===== src/rtl/alu_flag_unit.sv =====
// A/B registers, adder/subtractor, flags and output register of the 8-bit computer datapath.
// Optional signed overflow flag enabled by defining ALU_OVERFLOW_FLAG_EN.
module alu_flag_unit #(
    parameter int WIDTH = 8
) (
    input  logic             clk,
    input  logic             reset,
    input  logic             ai,
    input  logic             ao,
    input  logic             alo,
    input  logic             sub,
    input  logic             bi,
    input  logic             oi,
    input  logic             fe,
    input  logic [WIDTH-1:0] bus_in,
    output logic [WIDTH-1:0] bus_out,
    output logic             bus_drive,
    output logic             bus_conflict,
    output logic             carry_flag,
    output logic             zero_flag,
    output logic [WIDTH-1:0] out_data,
    output logic             out_valid,
`ifdef ALU_OVERFLOW_FLAG_EN
    output logic             overflow_flag,
`endif
    output logic [WIDTH-1:0] a_val
);

    localparam int MSB = WIDTH - 1;

    logic [WIDTH-1:0] a_q, a_d;
    logic [WIDTH-1:0] b_q, b_d;
    logic [WIDTH-1:0] out_q, out_d;
    logic             out_valid_q, out_valid_d;
    logic             carry_q, carry_d;
    logic             zero_q, zero_d;

    logic [WIDTH-1:0] b_operand;
    logic [WIDTH:0]   alu_sum;
    logic [WIDTH-1:0] alu_r;
    logic             alu_c;

    // Subtraction is A + ~B + 1, so carry out high means no borrow (A >= B unsigned).
    always_comb begin
        b_operand = sub ? ~b_q : b_q;
        alu_sum   = {1'b0, a_q} + {1'b0, b_operand} + {{WIDTH{1'b0}}, sub};
        alu_r     = alu_sum[WIDTH-1:0];
        alu_c     = alu_sum[WIDTH];
    end

    always_comb begin
        bus_out = '0;
        if (alo) begin
            bus_out = alu_r;
        end else if (ao) begin
            bus_out = a_q;
        end
        bus_drive    = ao | alo;
        bus_conflict = ao & alo;
    end

    // NOTE: every always_comb output gets a default first so no path infers a latch.
    always_comb begin
        a_d         = ai ? bus_in : a_q;
        b_d         = bi ? bus_in : b_q;
        out_d       = oi ? bus_in : out_q;
        out_valid_d = oi;
    end

    always_comb begin
        carry_d = carry_q;
        zero_d  = zero_q;
        if (fe) begin
            if (alo) begin
                carry_d = alu_c;
                zero_d  = (alu_r == '0);
            end else begin
                carry_d = 1'b0;
                zero_d  = (a_q == '0);
            end
        end
    end

`ifdef ALU_OVERFLOW_FLAG_EN
    logic ovf_q, ovf_d;
    logic alu_ovf;

    // Overflow when both adder inputs share a sign and the result's sign differs;
    // using the inverted B operand covers subtraction with the same test.
    always_comb begin
        alu_ovf = (a_q[MSB] == b_operand[MSB]) && (alu_r[MSB] != a_q[MSB]);
        ovf_d   = ovf_q;
        if (fe) begin
            ovf_d = alo ? alu_ovf : 1'b0;
        end
    end

    always_ff @(posedge clk) begin
        if (reset) begin
            ovf_q <= 1'b0;
        end else begin
            ovf_q <= ovf_d;
        end
    end

    assign overflow_flag = ovf_q;
`endif

    // NOTE: sequential state uses non-blocking assignments so all flops update together.
    always_ff @(posedge clk) begin
        if (reset) begin
            a_q         <= '0;
            b_q         <= '0;
            out_q       <= '0;
            out_valid_q <= 1'b0;
            carry_q     <= 1'b0;
            zero_q      <= 1'b0;
        end else begin
            a_q         <= a_d;
            b_q         <= b_d;
            out_q       <= out_d;
            out_valid_q <= out_valid_d;
            carry_q     <= carry_d;
            zero_q      <= zero_d;
        end
    end

    assign a_val      = a_q;
    assign out_data   = out_q;
    assign out_valid  = out_valid_q;
    assign carry_flag = carry_q;
    assign zero_flag  = zero_q;

endmodule


===== config.mk =====
export PLATFORM = sky130hd
export DESIGN_NAME = alu_flag_unit
export DESIGN_NICKNAME = d
export VERILOG_FILES = /design/src/rtl/alu_flag_unit.sv
export SDC_FILE = /design/constraint.sdc
export NUM_CORES = 1
export LEC_CHECK = 0
export ABC_AREA = 1
export BUFFER_PORTS_ARGS = -buffer_cell sky130_fd_sc_hd__buf_2
export CORE_MARGIN = 2
export CORE_UTILIZATION = 35
export CTS_CLUSTER_SIZE = 8
export DETAILED_ROUTE_END_ITERATION = 8
export GPL_TIMING_DRIVEN = 0
export PLACE_DENSITY = 0.63
export SYNTH_ARGS = -nofsm -noshare
export SYNTH_HDL_FRONTEND = slang
export SYNTH_SLANG_ARGS = --single-unit

===== constraint.sdc =====
create_clock -name clk -period 4.5 [get_ports clk]
set_clock_uncertainty 0.15 [all_clocks]
set_input_delay 0.225 -clock clk [delete_from_list [all_inputs] [get_ports clk]]
set_output_delay 0.225 -clock clk [all_outputs]
set_load 0.05 [all_outputs]

Word-level counts from Yosys, hierarchy flattened
Index checks and enable logic that the tools add are counted.

Shift-type cells: 0. Div/mod/pow operators: 0. Multiply operators: 0. Multiplexer cells: 5. Reduce and logical (&&, ||, !) cells: 2. Bitwise logic cells: 3. Add/subtract/negate cells: 2. Magnitude comparators: 0. Eq/ne operators: 0.

Operator list (number): $mux 8 (3); $logic_not 8->1 (2); $add 8x8->9 (1); $add 9x1->9 (1); $not 8->8 (1); $mux 1 (2); $and 1x1->1 (1); $or 1x1->1 (1).

Bits in latches: 0. Register bits after elaboration: 27. Memories: 0. Output and inout bits: 29. Memory bits (read-only): 0. Bits of input ports: 17. Word-level logic and storage cells: 18. Memory bits (writable): 0.

Logic depth before layout (Yosys ltp)
Word-level depth: 6. Depth in mapped cells: 13. Mapped depth without buffers: 12.

Worst setup path before layout
No wires, ideal clock.

Kind: flip-flop to output port. Start: register a_q[4], in the netlist a_val[4]. End: output bus_out[7]. Arrival: 2617 ps. Cell stages (with the launch flop): 9. Slack: 1508 ps. Cells stage by stage: dfxtp_1 ha_1 a21oi_2 nor2_1 nor2_2 nand2_1 nand2_1 nand2_2 o21ai_0.

Longest elaborated chain between the ends: 3.

RTL lines: start, declared (line 31) `logic [WIDTH-1:0] a_q, a_d;`; start signal, assigned (line 112) `a_q <= '0;`; start signal, assigned (line 119) `a_q <= a_d;`; $add 8x8->9 (line 46) `alu_sum = {1'b0, a_q} + {1'b0, b_operand} + {{WIDTH{1'b0}}, sub};`; $add 9x1->9 (line 46); $mux 8 (line 53) `if (alo) begin`; end, declared (line 16) `output logic [WIDTH-1:0] bus_out,`.

No other way between the ends.

Worst setup path after layout
Start: register b_q[1]. End: output bus_out[7].

Longest elaborated chain between the ends: 5.

RTL lines: start, declared (line 32) `logic [WIDTH-1:0] b_q, b_d;`; start signal, assigned (line 113) `b_q <= '0;`; start signal, assigned (line 120) `b_q <= b_d;`; $not 8->8 (line 45) `b_operand = sub ? ~b_q : b_q;`; $mux 8 (*) (line 45); $add 8x8->9 (*) (line 46); $add 9x1->9 (*) (line 46); $mux 8 (*) (line 53).

Mark *: on every way between the ends. The rest lies on a longest branch, timed or not.

==> run summary <==
final net count - 303
Async SR Flop Fraction - 0%
synthesis-to-finish area growth - 21.6%
via count - 1574
Crit path required time - 4120 ps
setup violators final - 0
Initial DRT Pass Iterations - 4
YS warnings - 0
max-cap viol count - 0
GRT Util Overall - 16.5%
commonest cells after routing, fill and taps aside - nor2_1, buf_2, nand2_1
root cell of the clock tree - clkbuf_8
Yosys top cell area share - 33.9%
first-pass GRT wire length - 6910 um
Startpoint Class - flop
vias in the first global route - 1517
PortBufs - 44
Reg-to-Reg End - zero_flag
Fmax achieved - 0.403 GHz
TritonCTS Buffers - 3
status - completed
clock buffer depth - 2
Reg clk slew, reported paths - 100 ps
setup TNS - 0 ps
Avg Cell Area, Syn - 7.02 um2
CP endpoint kind - output pin
Comb pwr share - 39.8%
Iteration-0 DRC Markers - 71
worst setup path endpoint - bus_out[7]
sequential area share after synthesis - 33.9%
Post-Syn Instances - 227
die area - 5110 um2
Worst Tran Pin Value - 408 ps
CTS HTree Levels - 1
vias per inst - 4.80
RSZ-0062 raised after global routing - no
fin. max-slew vios - 0
crit path kind - flop to output pin
power per cell area - 352 nW/um2
sw frac - 41.8%
EDFF count, synth - 0
relative slew slack - 72.8%
GP Congestion - 0.870
post-route DRC violation count - 0
RR Startpoint - a_val[0]
Reg2Reg Depth - 10
crit path from - b_q[1]
max layer used - met4
die height - 71.5 um
layout cells sized above 1 - 23.9%
post-DP HPWL - 3230 um
critical path arrival - 2110 ps
Routed WL - 4040 um
syn nets - 253
ys flop type - dfxtp_1
sw power - 285 uW
post-route minimum period - 2480 ps
Final ANT Viol Nets - 0
die width - 71.5 um
final std cells w/o fill - 328
io pins - 46
largest area contributor in the synthesized netlist - dfxtp_1
min-delay worst type - input port to flop
Cell variety after synth - 30
hold depth - 3
Final Hold Viols - 0
Core ar. - 4380 um2
clock share of power - 20.5%
commonest non-fill, non-tap cell in the layout - nor2_1
CTS sink cnt - 27
WL met3 - 182 um
largest net degree at the start of global routing - 17
met2 wire len - 1860 um
Initial Util - 36.4%
Inserted Diodes - 0
Post-Route M1 WL - 1970 um
initial antenna violation count - 0
reg2reg setup slack - 2430 ps
Final Util - 44.2%
Seq cells post-synth - 27
LEAKAGE - 1.03 nW
placed insts - 323
internal power - 397 uW
Clk Latency, worst-skew pair - 280 ps
Seq pwr share - 39.7%
part of the cycle the worst path needs - 55.1%
PostCTS Resize Cnt - 0
row count - 24
Mapped Area - 1590 um2
critical-path maximum fanout - 2
main area contributors after synthesis - dfxtp_1, nor2_1, o21ai_0, nand2_1, ha_1
total gr overflow - 0
worst vdd ir - 0.234 mV
CTS tree - done
average wire per standard cell - 12.3 um
worst max-delay path: stages, from the launching register on:
cell and delay, ps:
dfxtp_1 360, xor2_1 250, ha_1 280, nand2_1 90
inv_1 70, nand2_4 80, nand2_4 50, nand2_2 60
nand2_1 50, nand2_1 60, nand2_2 70, o21ai_0 130
buf_2 280
state kept, by name, indices dropped and copies added (netlist names):
name        count
carry_flag      1
a_val           8
out_data        8
zero_flag       1
out_valid       1
b_q             8
routing by layer:
layer	up-vias	track usage (%)
met5	-	0
met4	0	3.77
met3	5	1.27
met2	38	27.8
met1	696	23.0
li1	835	-
Yosys cell counts, types with 2 or more instances:
| master | number |
|---|---|
| xor2_1 | 8 |
| nand4_1 | 3 |
| dfxtp_1 | 27 |
| clkinv_1 | 2 |
| a21oi_1 | 6 |
| clkbuf_1 | 2 |
| nand3_1 | 9 |
| nand2_2 | 5 |
| nand2_4 | 4 |
| a22o_1 | 2 |
| inv_1 | 21 |
| nor2_1 | 54 |
| a31oi_1 | 3 |
| nor2_2 | 2 |
| a21oi_2 | 2 |
| ha_1 | 8 |
| nand2_1 | 31 |
| o21ai_0 | 26 |
cell type report:
| class | count | area [um2] |
|---|---|---|
| Sequential cell | 27 | 541 |
| Multi-Input combinational cell | 172 | 941 |
| Tap cell | 52 | 65.1 |
| Fill cell | 480 | 2450 |
| Inverter | 24 | 90.1 |
| Timing Repair Buffer | 45 | 230 |
| Buffer | 4 | 22.5 |
| Clock buffer | 3 | 41.3 |
| Clock inverter | 1 | 7.51 |
through the flow:
stage	instance area, um2	setup WS, ps	hold slack [ps]	power, mW
after global placement	1880	2260	269	0.543
after CTS	1940	1990	56.6	0.686
after floorplan	1590	1510	144	0.483
after detailed placement	1880	2270	279	0.547
final	1940	2020	56.8	0.681
after global routing	1940	1860	64.7	0.723
power groups by stage:
stage / logic (mW) / clock network [mW] / registers (mW)
after floorplan: 0.172 / 0 / 0.311
after global placement: 0.267 / 0 / 0.276
after detailed placement: 0.271 / 0 / 0.276
after CTS: 0.272 / 0.143 / 0.271
after global routing: 0.299 / 0.151 / 0.273
final: 0.271 / 0.140 / 0.270
cell families (layout without fill, tap and decap cells):
group / Yosys count / in the layout / synth area share [%]
compound gates: 42 / 42 / 15.0
xor+xnor: 8 / 8 / 4.40
fa+ha+maj: 9 / 9 / 7.54
buf+inv: 28 / 77 / 7.06
flops: 27 / 27 / 33.9
simple gates: 113 / 113 / 32.1
worst min path at each step:
stage                     startpoint          end
after floorplan                reset   carry_flag
after global placement         reset   carry_flag
after detailed placement       reset   carry_flag
after CTS                  bus_in[1]  out_data[1]
after global routing       bus_in[3]  out_data[3]
final                      bus_in[0]     a_val[0]
timing repair:
item,CTS,global route
setup buffers,0,0
hold endpoints to repair,2,0
hold buffers,1,0
Power figures use the tool's default switching activity.
